### config.mk
export PLATFORM = sky130hd
export DESIGN_NAME = md_issue_ctrl
export DESIGN_NICKNAME = d
export VERILOG_FILES = /design/src/rtl/md_issue_ctrl.sv
export SDC_FILE = /design/constraint.sdc
export NUM_CORES = 1
export LEC_CHECK = 0
export ABC_AREA = 0
export CORE_MARGIN = 2
export CORE_UTILIZATION = 40
export DETAILED_ROUTE_END_ITERATION = 8
export GPL_TIMING_DRIVEN = 0
export PLACE_DENSITY = 0.93
export SLEW_MARGIN = 40
export SYNTH_ARGS = -nofsm -noshare
export SYNTH_HDL_FRONTEND = slang
export SYNTH_SLANG_ARGS = --single-unit
### constraint.sdc
create_clock -name clk -period 6.44 [get_ports clk]
set_input_delay 1.932 -clock clk [delete_from_list [all_inputs] [get_ports clk]]
set_output_delay 1.932 -clock clk [all_outputs]
set_load 0.01 [all_outputs]
### src/rtl/md_issue_ctrl.sv
// md_issue_ctrl -- issue control for the multiply/divide unit.
//
// Holds the E-stage MD operation register, starts the MD unit, and predicts
// how long the unit stays busy so that a following MD instruction in D can be
// stalled without waiting for md_busy.
//
// Ports:
//   clk, reset      clock; synchronous active-high reset
//   req             exception/interrupt flush, kills the E-stage op
//   id_valid/id_op  D-stage instruction valid and MD op
//   id_rs/id_rt     D-stage forwarded operands
//   md_busy         busy from the MD unit
//   stall_d         hold D and insert a bubble into E
//   md_start        start pulse to the MD unit
//   md_op/md_a/md_b E-stage op and operands to the MD unit
//   err_mismatch    sticky predicted-busy vs md_busy disagreement
//
// Build option: define MD_ISSUE_CHECK_EN to build the mismatch checker;
// otherwise err_mismatch is tied low.
module md_issue_ctrl (
  input  logic        clk,
  input  logic        reset,
  input  logic        req,
  input  logic        id_valid,
  input  logic [3:0]  id_op,
  input  logic [31:0] id_rs,
  input  logic [31:0] id_rt,
  input  logic        md_busy,
  output logic        stall_d,
  output logic        md_start,
  output logic [3:0]  md_op,
  output logic [31:0] md_a,
  output logic [31:0] md_b,
  output logic        err_mismatch
);

  localparam logic [3:0] OP_NOP   = 4'd0;
  localparam logic [3:0] OP_MULT  = 4'd1;
  localparam logic [3:0] OP_MULTU = 4'd2;
  localparam logic [3:0] OP_DIV   = 4'd3;
  localparam logic [3:0] OP_DIVU  = 4'd4;
  localparam logic [3:0] OP_MFLO  = 4'd8;

  typedef enum logic [1:0] {
    S_IDLE,
    S_MUL,
    S_DIV
  } pstate_e;

  logic        e_valid;
  logic [3:0]  e_op;
  logic [31:0] e_a;
  logic [31:0] e_b;

  pstate_e     state;
  logic [3:0]  pcnt;
  logic        pbusy;
  logic        e_is_mul;
  logic        e_is_div;
  logic        id_is_md;

  always_comb begin
    e_is_mul = (e_op == OP_MULT) || (e_op == OP_MULTU);
    e_is_div = (e_op == OP_DIV)  || (e_op == OP_DIVU);
    id_is_md = (id_op >= OP_MULT) && (id_op <= OP_MFLO);
    pbusy    = (state != S_IDLE);
    md_start = e_valid & (e_is_mul | e_is_div) & ~req;
    // Encodings above MFLO are treated as NOP on the way out.
    md_op    = (e_valid && !req && (e_op <= OP_MFLO)) ? e_op : OP_NOP;
    md_a     = e_a;
    md_b     = e_b;
    stall_d  = id_valid & id_is_md & (md_start | pbusy | md_busy);
  end

  // E-stage register: a stall or a flush both load a bubble.
  always_ff @(posedge clk) begin
    if (reset || req || stall_d) begin
      e_valid <= 1'b0;
      e_op    <= OP_NOP;
      e_a     <= '0;
      e_b     <= '0;
    end else begin
      e_valid <= id_valid;
      e_op    <= id_op;
      e_a     <= id_rs;
      e_b     <= id_rt;
    end
  end

  // Busy predictor: counts the MD latency, frozen while a flush is pending.
  always_ff @(posedge clk) begin
    if (reset) begin
      state <= S_IDLE;
      pcnt  <= '0;
    end else begin
      case (state)
        S_IDLE: begin
          if (md_start && e_is_mul) begin
            state <= S_MUL;
            pcnt  <= 4'd5;
          end else if (md_start && e_is_div) begin
            state <= S_DIV;
            pcnt  <= 4'd10;
          end
        end
        default: begin
          if (!req) begin
            if (pcnt == 4'd1) begin
              state <= S_IDLE;
              pcnt  <= '0;
            end else begin
              pcnt <= pcnt - 4'd1;
            end
          end
        end
      endcase
    end
  end

`ifdef MD_ISSUE_CHECK_EN
  always_ff @(posedge clk) begin
    if (reset) begin
      err_mismatch <= 1'b0;
    end else if (md_busy != pbusy) begin
      err_mismatch <= 1'b1;
    end
  end
`else
  always_comb err_mismatch = 1'b0;
`endif

endmodule

# --- Yosys cells after proc, flatten, opt, wreduce, memory -nomap -nowiden ---
# Cells that the tools add are included.
word_totals:
  regBits: 75
  latch_bits: 0
  ram_bits: 0
  rom_bits: 0
  inputBits: 73
  output_inout_bits: 71
  word_cells: 51
  memories: 0
op_classes:
  add_sub_neg: 1
  mul: 0
  n_div: 0
  n_lt_le_gt_ge: 3
  n_eq_ne: 7
  shift: 0
  n_mux: 11
  bitwise_logic: 8
  reduce_logical: 15
op_table:
  columns: ["cell", "count"]
  rows:
  - ["$mux 4", 6]
  - ["$mux 2", 5]
  - ["$eq 4x1->1 const B", 2]
  - ["$eq 4x2->1 const B", 2]
  - ["$le 4x4->1 const B", 2]
  - ["$logic_and 1x1->1", 5]
  - ["$and 1x1->1", 4]
  - ["$eq 4x3->1 const B", 1]
  - ["$ge 4x1->1 const B", 1]
  - ["$logic_or 1x1->1", 4]
  - ["$reduce_bool 2->1", 2]
  - ["$sub 4x1->4 const B", 1]
  - ["$ne 3x3->1 const B", 1]
  - ["$or 1x1->1", 3]
  - ["$reduce_and 3->1", 1]
  - ["$logic_not 2->1", 1]
  - ["$ne 2x1->1 const B", 1]
  - ["$reduce_and 2->1", 1]
  - ["$logic_not 1->1", 1]
  - ["$not 1->1", 1]

# --- Longest topological paths before layout ---
# Gate-level depths: netlist of the first run.
depth:
  ltp_word: 9
  mapped_depth: 7
  ltp_nobuf: 6

# --- Worst setup path before layout of the first run ---
# No wires, ideal clock.
synth_timing:
  path_type: "input-to-output"
  from: "input port req"
  to: "output port stall_d"
  arrival_ps: 2977
  required_time_ps: 4508
  slack_ps: 1531
  cell_stages: 4
  n_path_buf: 1
  cell_sequence: "buf_6 > or3b_4 > o31ai_4 > and3_1"
synth_via:
  elab_chain_cells: 5
synth_lines:
  columns: ["item", "line", "text"]
  rows:
  - ["from (decl)", "23", "input logic req,"]
  - ["$not 1->1", "67", "md_start = e_valid & (e_is_mul | e_is_div) & ~req;"]
  - ["$and 1x1->1", "67", null]
  - ["$or 1x1->1 (2 in series)", "72", "stall_d = id_valid & id_is_md & (md_start | pbusy | md_busy);"]
  - ["$and 1x1->1", "72", null]
  - ["to (decl)", "29", "output logic stall_d,"]
# No other way between the ends.

# --- Worst setup path after layout of the first run ---
layout_timing:
  from: "input port id_op[2]"
  to: "output port stall_d"
layout_via:
  elab_chain_cells: 4
  elab_cells_between_ends: 5
  cone_classes: "order compare (2); bitwise (2); reduce/logical (1)"
layout_lines:
  columns: ["item", "line", "text"]
  rows:
  - ["from (decl)", "25", "input logic [3:0] id_op,"]
  - ["$ge 4x1->1 / $le 4x4->1 (equally long branches)", "65", "id_is_md = (id_op >= OP_MULT) && (id_op <= OP_MFLO);"]
  - ["$logic_and 1x1->1 (*)", "65", null]
  - ["$and 1x1->1 (*) (2 in series)", "72", null]
# Mark *: on every way between the ends. The rest lies on a longest branch, timed or not.

==> results.ini, run 1 <==
[cts]
cts_tree=yes
cts.clk_slew.worst_paths_ns=0.07
cts_sinks=75
htreeDepth=3
clk_latency_ns=0.34
ctsHoldBuffers=0
cts_setup_buffers=0
post_cts_resized=0
cts_root_buf=clkbuf_8
cts_buffers=9
ctsLongestPathBuffers=2

[global_routing]
grt_pass1_vias=1902
antenna_found_initial=0
grt_max_degree=14
grt_pass1_wl_um=8604
track_usage_pct=17.60
grt.overflow.total=0

[timing]
finalHoldViolCount=0
finalSetupTns_ns=0
clock_skew_ns=0.01081
setup_slack_ns=0.9671
post-route-period-util_pct=84.98
fmax_mhz=182.7
setup_violations=0
rsz0062_at_grt=false
finalMaxSlewViolations=0
period_minus_slack_ns=5.473

[setup_path]
path_max_fanout=2
rr_startpoint=e_op[2]
rr_worst_depth=5
crit_required_ns=4.51
cp_slowest_stage_delay_ns=0.53
timing.rr.end=md_a[27]
worstPathArrival_ns=3.54
crit_path_start_kind=input port
crit_path_end_kind=output port
slowest_stage=clkdlybuf4s50_1
worst-r2r-setup-slack_ns=4.42
cp_common_cell=clkdlybuf4s50_1
crit_type=in2out
path_cells=clkdlybuf4s50_1, nor3_1, xnor2_1, and3_1, clkdlybuf4s50_1

[final_layout]
utilization_pct=71.11
fillCellCount=434
synthToLayoutAreaGrowth_pct=73.23
drive_above_1_share_pct=10.19
diodes=0
final_cell_area_um2=4185
layout.nets=433

[detailed_routing]
detail_route.vias_per_cell=4.416
routedWlPerCell_um=13.20
firstDrtPassIters=4
antenna_left=0
drt_wl_total_um=5780
drc=0
first_iter_violations=44
via_count=1934

[floorplan]
fp.coreArea_um2=5886
io_pins=144
start_util_pct=41.05
dieArea_um2=6678
die_h_um=81.72
die_width_um=81.72
row_count=28

[logic_synthesis]
synth_top_area_share_pct=62.14
yosys_register_bits=75
yosysWarnings=0
syn_nets=281
yosys.area.top_type=dfxtp_1
ys_top_cells_by_area=dfxtp_1 (62%), and2_1 (16%), and2_4 (3.6%)
synth.distinct_cells=34
synth_area_per_cell_um2=11.73
yosysSeqAreaShare_pct=62.14
netlist_area_um2=2416
syn_inst=206

[worst_hold_path]
whs_path_depth=2
min_to=state[1]
hp-start=state[1]
holdCritPathClass=reg2reg

[power]
power_density_nw_per_um2=258.6
power_uw=1082
p_leak_uw=0.001634
ir_drop_v=0.0001930

[place]
place_ws_ns=0.9499
io_buffers=141
gp_congestion=0.7437
dp_hpwl_um=4536
placed_area_um2=3921

[status]
status=finished clean

[job]
drv_cap=0

## cell usage after synthesis, drive strengths merged
cell type and n:
a2111oi 1, a211o 1, a21oi 5, a311oi 1, a31oi 2, and2 72, and3 1, buf 4
clkbuf 5, conb 1, dfxtp 75, ha 2, inv 4, mux2 1, nand2 3, nand2b 2
nand4bb 1, nor2 3, nor2b 1, nor3 8, nor3b 1, nor4 1, o21a 1, o21ai 2
o311a 2, o31ai 1, or2 1, or3 1, or3b 1, xnor2 2
## sequential cells by signal (all words and copies together), names as in the netlist
name	cells
e_valid	1
state	2
e_op	4
md_b	32
pcnt	4
md_a	32
## worst max-delay path, delay by kind of cell
family | cells | cell delay (ns)
buffers and inverters | 2 | 0.94
XOR/XNOR | 1 | 0.21
AND/OR/NAND/NOR | 2 | 0.45
## layer usage
layer	up-vias	global-route usage (%)	wire length (um)
met5	-	0	0
met4	0	12.00	212
met2	102	29.92	2977
li1	958	-	-
met3	21	7.582	588
met1	853	17.21	2001
## layout by cell type, fill, tap and decap left out, drive strengths merged
cell type      netlist  routed
nor4                 1       1
or3b                 1       1
o31ai                1       1
nor2                 3       3
a211o                1       1
o21ai                2       2
nand2b               2       2
inv                  4       5
o311a                2       2
nor2b                1       1
dfxtp               75      75
xnor2                2       2
buf                  4       4
nand2                3       3
o21a                 1       1
or2                  1       1
and2                72      72
a2111oi              1       1
nand4bb              1       1
nor3b                1       1
clkbuf               5      15
nor3                 8       8
clkinvlp             0       1
a31oi                2       2
conb                 1       1
or3                  1       1
bufinv               0       4
mux2                 1       1
and3                 1       1
ha                   2       2
clkdlybuf4s50        0     141
a21oi                5       5
a311oi               1       1
## power breakdown
group	switching, uW	internal, uW	total, uW	leakage (uW)
clock network	173	298	472	0.000127
registers	6.38	482	488	0.000614
logic	38.6	83.8	122	0.000893
total	218	864	1080	0.00163
## worst max-delay path by stage
| stage | endpoint | depth (start not counted) | start |
|---|---|---|---|
| floorplan | stall_d | 4 | req |
| global placement | stall_d | 5 | id_op[2] |
| CTS | stall_d | 5 | id_op[2] |
| global route | stall_d | 5 | id_op[2] |
| detailed placement | stall_d | 5 | id_op[2] |
| finish | stall_d | 5 | id_op[2] |
## cell families (layout without fill, tap and decap cells)
family                   count (synthesis)  after routing  synth area share, %
AO/OA/AOI/OAI                           16             16                6.059
AND/OR/NAND/NOR                         96             96                26.15
multiplexers                             1              1               0.4660
XOR/XNOR                                 2              2               0.7251
buffers and inverters                   13            170                3.262
other                                    1              1               0.1552
flip-flops                              75             75                62.14
adder cells (fa/ha/maj)                  2              2                1.036
## stage by stage
stage / hold slack [ns] / instances
global placement: 0.4892 / 422
floorplan: 0.4682 / 206
finish: 0.5233 / 438
detailed placement: 0.5102 / 422
CTS: 0.5213 / 438
global route: 0.5371 / 438
## layout make-up
type / count / area, um^2 / share of cell area [%]
sequential: 75 / 1501 / 35.87
clock inverter: 6 / 136.4 / 3.259
timing repair buffer: 141 / 1411 / 33.72
clock buffer: 10 / 127.6 / 3.049
inverter: 4 / 15.01 / 0.3587
buffer: 9 / 63.81 / 1.525
multi-input combinational: 118 / 835.8 / 19.97
tap: 75 / 93.84 / 2.242
No activity file was read; power rests on OpenSTA's default activity.
==> inputs of run 2 (changes only) <==
--- a/config.mk
+++ b/config.mk
@@ -7,10 +7,10 @@
 export LEC_CHECK = 0
 export ABC_AREA = 0
 export CORE_MARGIN = 2
-export CORE_UTILIZATION = 40
+export CORE_UTILIZATION = 33
 export DETAILED_ROUTE_END_ITERATION = 8
 export GPL_TIMING_DRIVEN = 0
-export PLACE_DENSITY = 0.93
+export PLACE_DENSITY = 0.83
 export SLEW_MARGIN = 40
 export SYNTH_ARGS = -nofsm -noshare
 export SYNTH_HDL_FRONTEND = slang
==> constraint.sdc (replaced) <==
create_clock -name clk -period 4.7 [get_ports clk]
set_input_delay 1.41 -clock clk [delete_from_list [all_inputs] [get_ports clk]]
set_output_delay 1.41 -clock clk [all_outputs]
set_load 0.01 [all_outputs]
==> results.ini, run 2 (synthesis results as in run 1) <==
[cts]
clk_latency_ns=0.33  ; about the same
cts_root_buf=clkbuf_8
cts.clk_slew.worst_paths_ns=0.08  ; about the same
cts_tree=yes
cts_setup_buffers=0  ; unchanged
ctsHoldBuffers=0  ; unchanged
cts_buffers=9  ; unchanged
cts_sinks=75  ; unchanged
ctsLongestPathBuffers=2  ; unchanged
htreeDepth=3  ; unchanged
post_cts_resized=0  ; unchanged

[timing]
post-route-period-util_pct=95.10
rsz0062_at_grt=false
whs_ns=0.5260  ; +0.002721 ns
finalSetupTns_ns=0  ; unchanged
clock_skew_ns=0.007645  ; -0.003167 ns
period_minus_slack_ns=4.470
fmax_mhz=223.7
setup_violations=0  ; unchanged
finalMaxSlewViolations=0  ; unchanged
finalHoldViolCount=0  ; unchanged

[setup_path]
slowest_stage=clkdlybuf4s50_1
worstPathArrival_ns=3.06  ; -0.48 ns
crit_path_start_kind=input port
crit_path_end_kind=output port
crit_type=in2out
crit_required_ns=3.29  ; -1.22 ns
cp_common_cell=clkdlybuf4s50_1
path_cells=clkdlybuf4s50_1, nor3_1, xnor2_1, and3_1, clkdlybuf4s50_1
cp_slowest_stage_delay_ns=0.56  ; +0.03 ns
path_max_fanout=2  ; unchanged

[status]
status=finished clean

[final_layout]
mostFrequentLayoutCells=clkdlybuf4s50_1 (141), dfxtp_1 (75), and2_1 (62)
diodes=0  ; unchanged
final_common_cell=clkdlybuf4s50_1
synthToLayoutAreaGrowth_pct=70.95
drive_above_1_share_pct=10.19  ; unchanged
layout.nets=433  ; unchanged
final_cell_area_um2=4130  ; -1.3%

[floorplan]
die_width_um=89.57  ; +9.6%
row_count=31  ; +11%
fp.coreArea_um2=7176  ; +22%
start_util_pct=33.67  ; -7.4 points
io_pins=144  ; unchanged
die_h_um=89.57  ; +9.6%
dieArea_um2=8022  ; +20%

[global_routing]
track_usage_pct=13.76  ; -3.8 points
grt_max_degree=14  ; unchanged
antenna_found_initial=0  ; unchanged
grt_pass1_wl_um=8314  ; -3.4%
grt.overflow.total=0  ; unchanged
grt_pass1_vias=1909  ; +0.37%

[detailed_routing]
antenna_left=0  ; unchanged
via_count=1925  ; -0.47%
drt_wl_total_um=5607  ; -3.0%
first_iter_violations=60  ; +36%
routedWlPerCell_um=12.14  ; -8.0%
detail_route.vias_per_cell=4.167  ; -5.6%
firstDrtPassIters=4  ; unchanged
drc=0  ; unchanged

[power]
ir_drop_v=0.0001955  ; +1.3%
power_density_nw_per_um2=309.0  ; +20%
p_leak_uw=0.001593  ; -2.5%

[worst_hold_path]
holdCritPathClass=reg2reg

[place]
gp_congestion=0.7032  ; -5.4%
dp_hpwl_um=4468  ; -1.5%
io_buffers=141  ; unchanged
placed_area_um2=3951  ; +0.77%

[job]
drv_cap=0  ; unchanged

[run 2: changes by cell type in the layout (fill, tap and decap cells not counted), sizes merged]
cell	previous run	this run
clkinvlp	1	2
bufinv	4	0
clkbuf	15	16
clkinv	0	2
[run 2: area by class of cell]
class | instances | area (um^2)
fillers | 613 | 3045
multi-input cells | 118 | 835.8
clock buffers | 11 | 141.4
well taps | 99 | 123.9
repair buffers | 141 | 1411
inverters | 4 | 15.01
flip-flops and latches | 75 | 1501
plain buffers | 9 | 63.81
clock inverters | 5 | 37.54
[run 2: routing by layer]
layer | wire [um] | global-route usage [%] | vias up | part of all wire, %
met5 | 0 | 0 | - | 0
met4 | 85 | 7.463 | 0 | 1.5
met3 | 638 | 7.110 | 7 | 11
met2 | 2933 | 23.40 | 81 | 52
met1 | 1950 | 13.50 | 875 | 35
li1 | - | - | 962 | -
[run 2: metrics by stage]
stage	cells	power, uW	util, %	setup slack, ns
detailed placement	446	853.4	55.07	0.2198
global placement	446	849.0	55.07	0.2578
global route	462	1335	57.56	0.1552
floorplan	206	738.7	-	0.8347
finish	462	1276	57.56	0.2304
CTS	462	1297	57.56	0.2089
[run 2: path summary, 6_finish.rpt]
kind                 start       end  slack [ns]  cells past startpoint
setup / recovery  id_op[0]   stall_d        0.23                      5
hold / removal    state[1]  state[1]        0.53                      2
setup reg to reg   e_op[2]   md_b[7]        2.76                      5
hold reg to reg   state[1]  state[1]        0.53                      2
[run 2: power breakdown]
part	total (uW)	switching, uW	leakage, uW	internal, uW
sequential	669	8.34	0.000614	660
combinational	168	52.6	0.000893	115
clock	440	232	0.0000859	208
total	1280	293	0.00159	983
[run 2: worst max-delay path, delay by kind of cell]
family / cells / cell delay [ns]
simple gates: 2 / 0.44
xor+xnor: 1 / 0.22
buf+inv: 2 / 0.99
==> inputs of run 3 (changes only) <==
--- a/config.mk
+++ b/config.mk
@@ -6,8 +6,10 @@
 export NUM_CORES = 1
 export LEC_CHECK = 0
 export ABC_AREA = 0
+export ABC_CLOCK_PERIOD_IN_PS = 4700
 export CORE_MARGIN = 2
 export CORE_UTILIZATION = 33
+export CTS_CLUSTER_DIAMETER = 100
 export DETAILED_ROUTE_END_ITERATION = 8
 export GPL_TIMING_DRIVEN = 0
 export PLACE_DENSITY = 0.83
==> results of run 3 <==
Same layout as run 2: the final DEF is identical, and so are final timing and power.
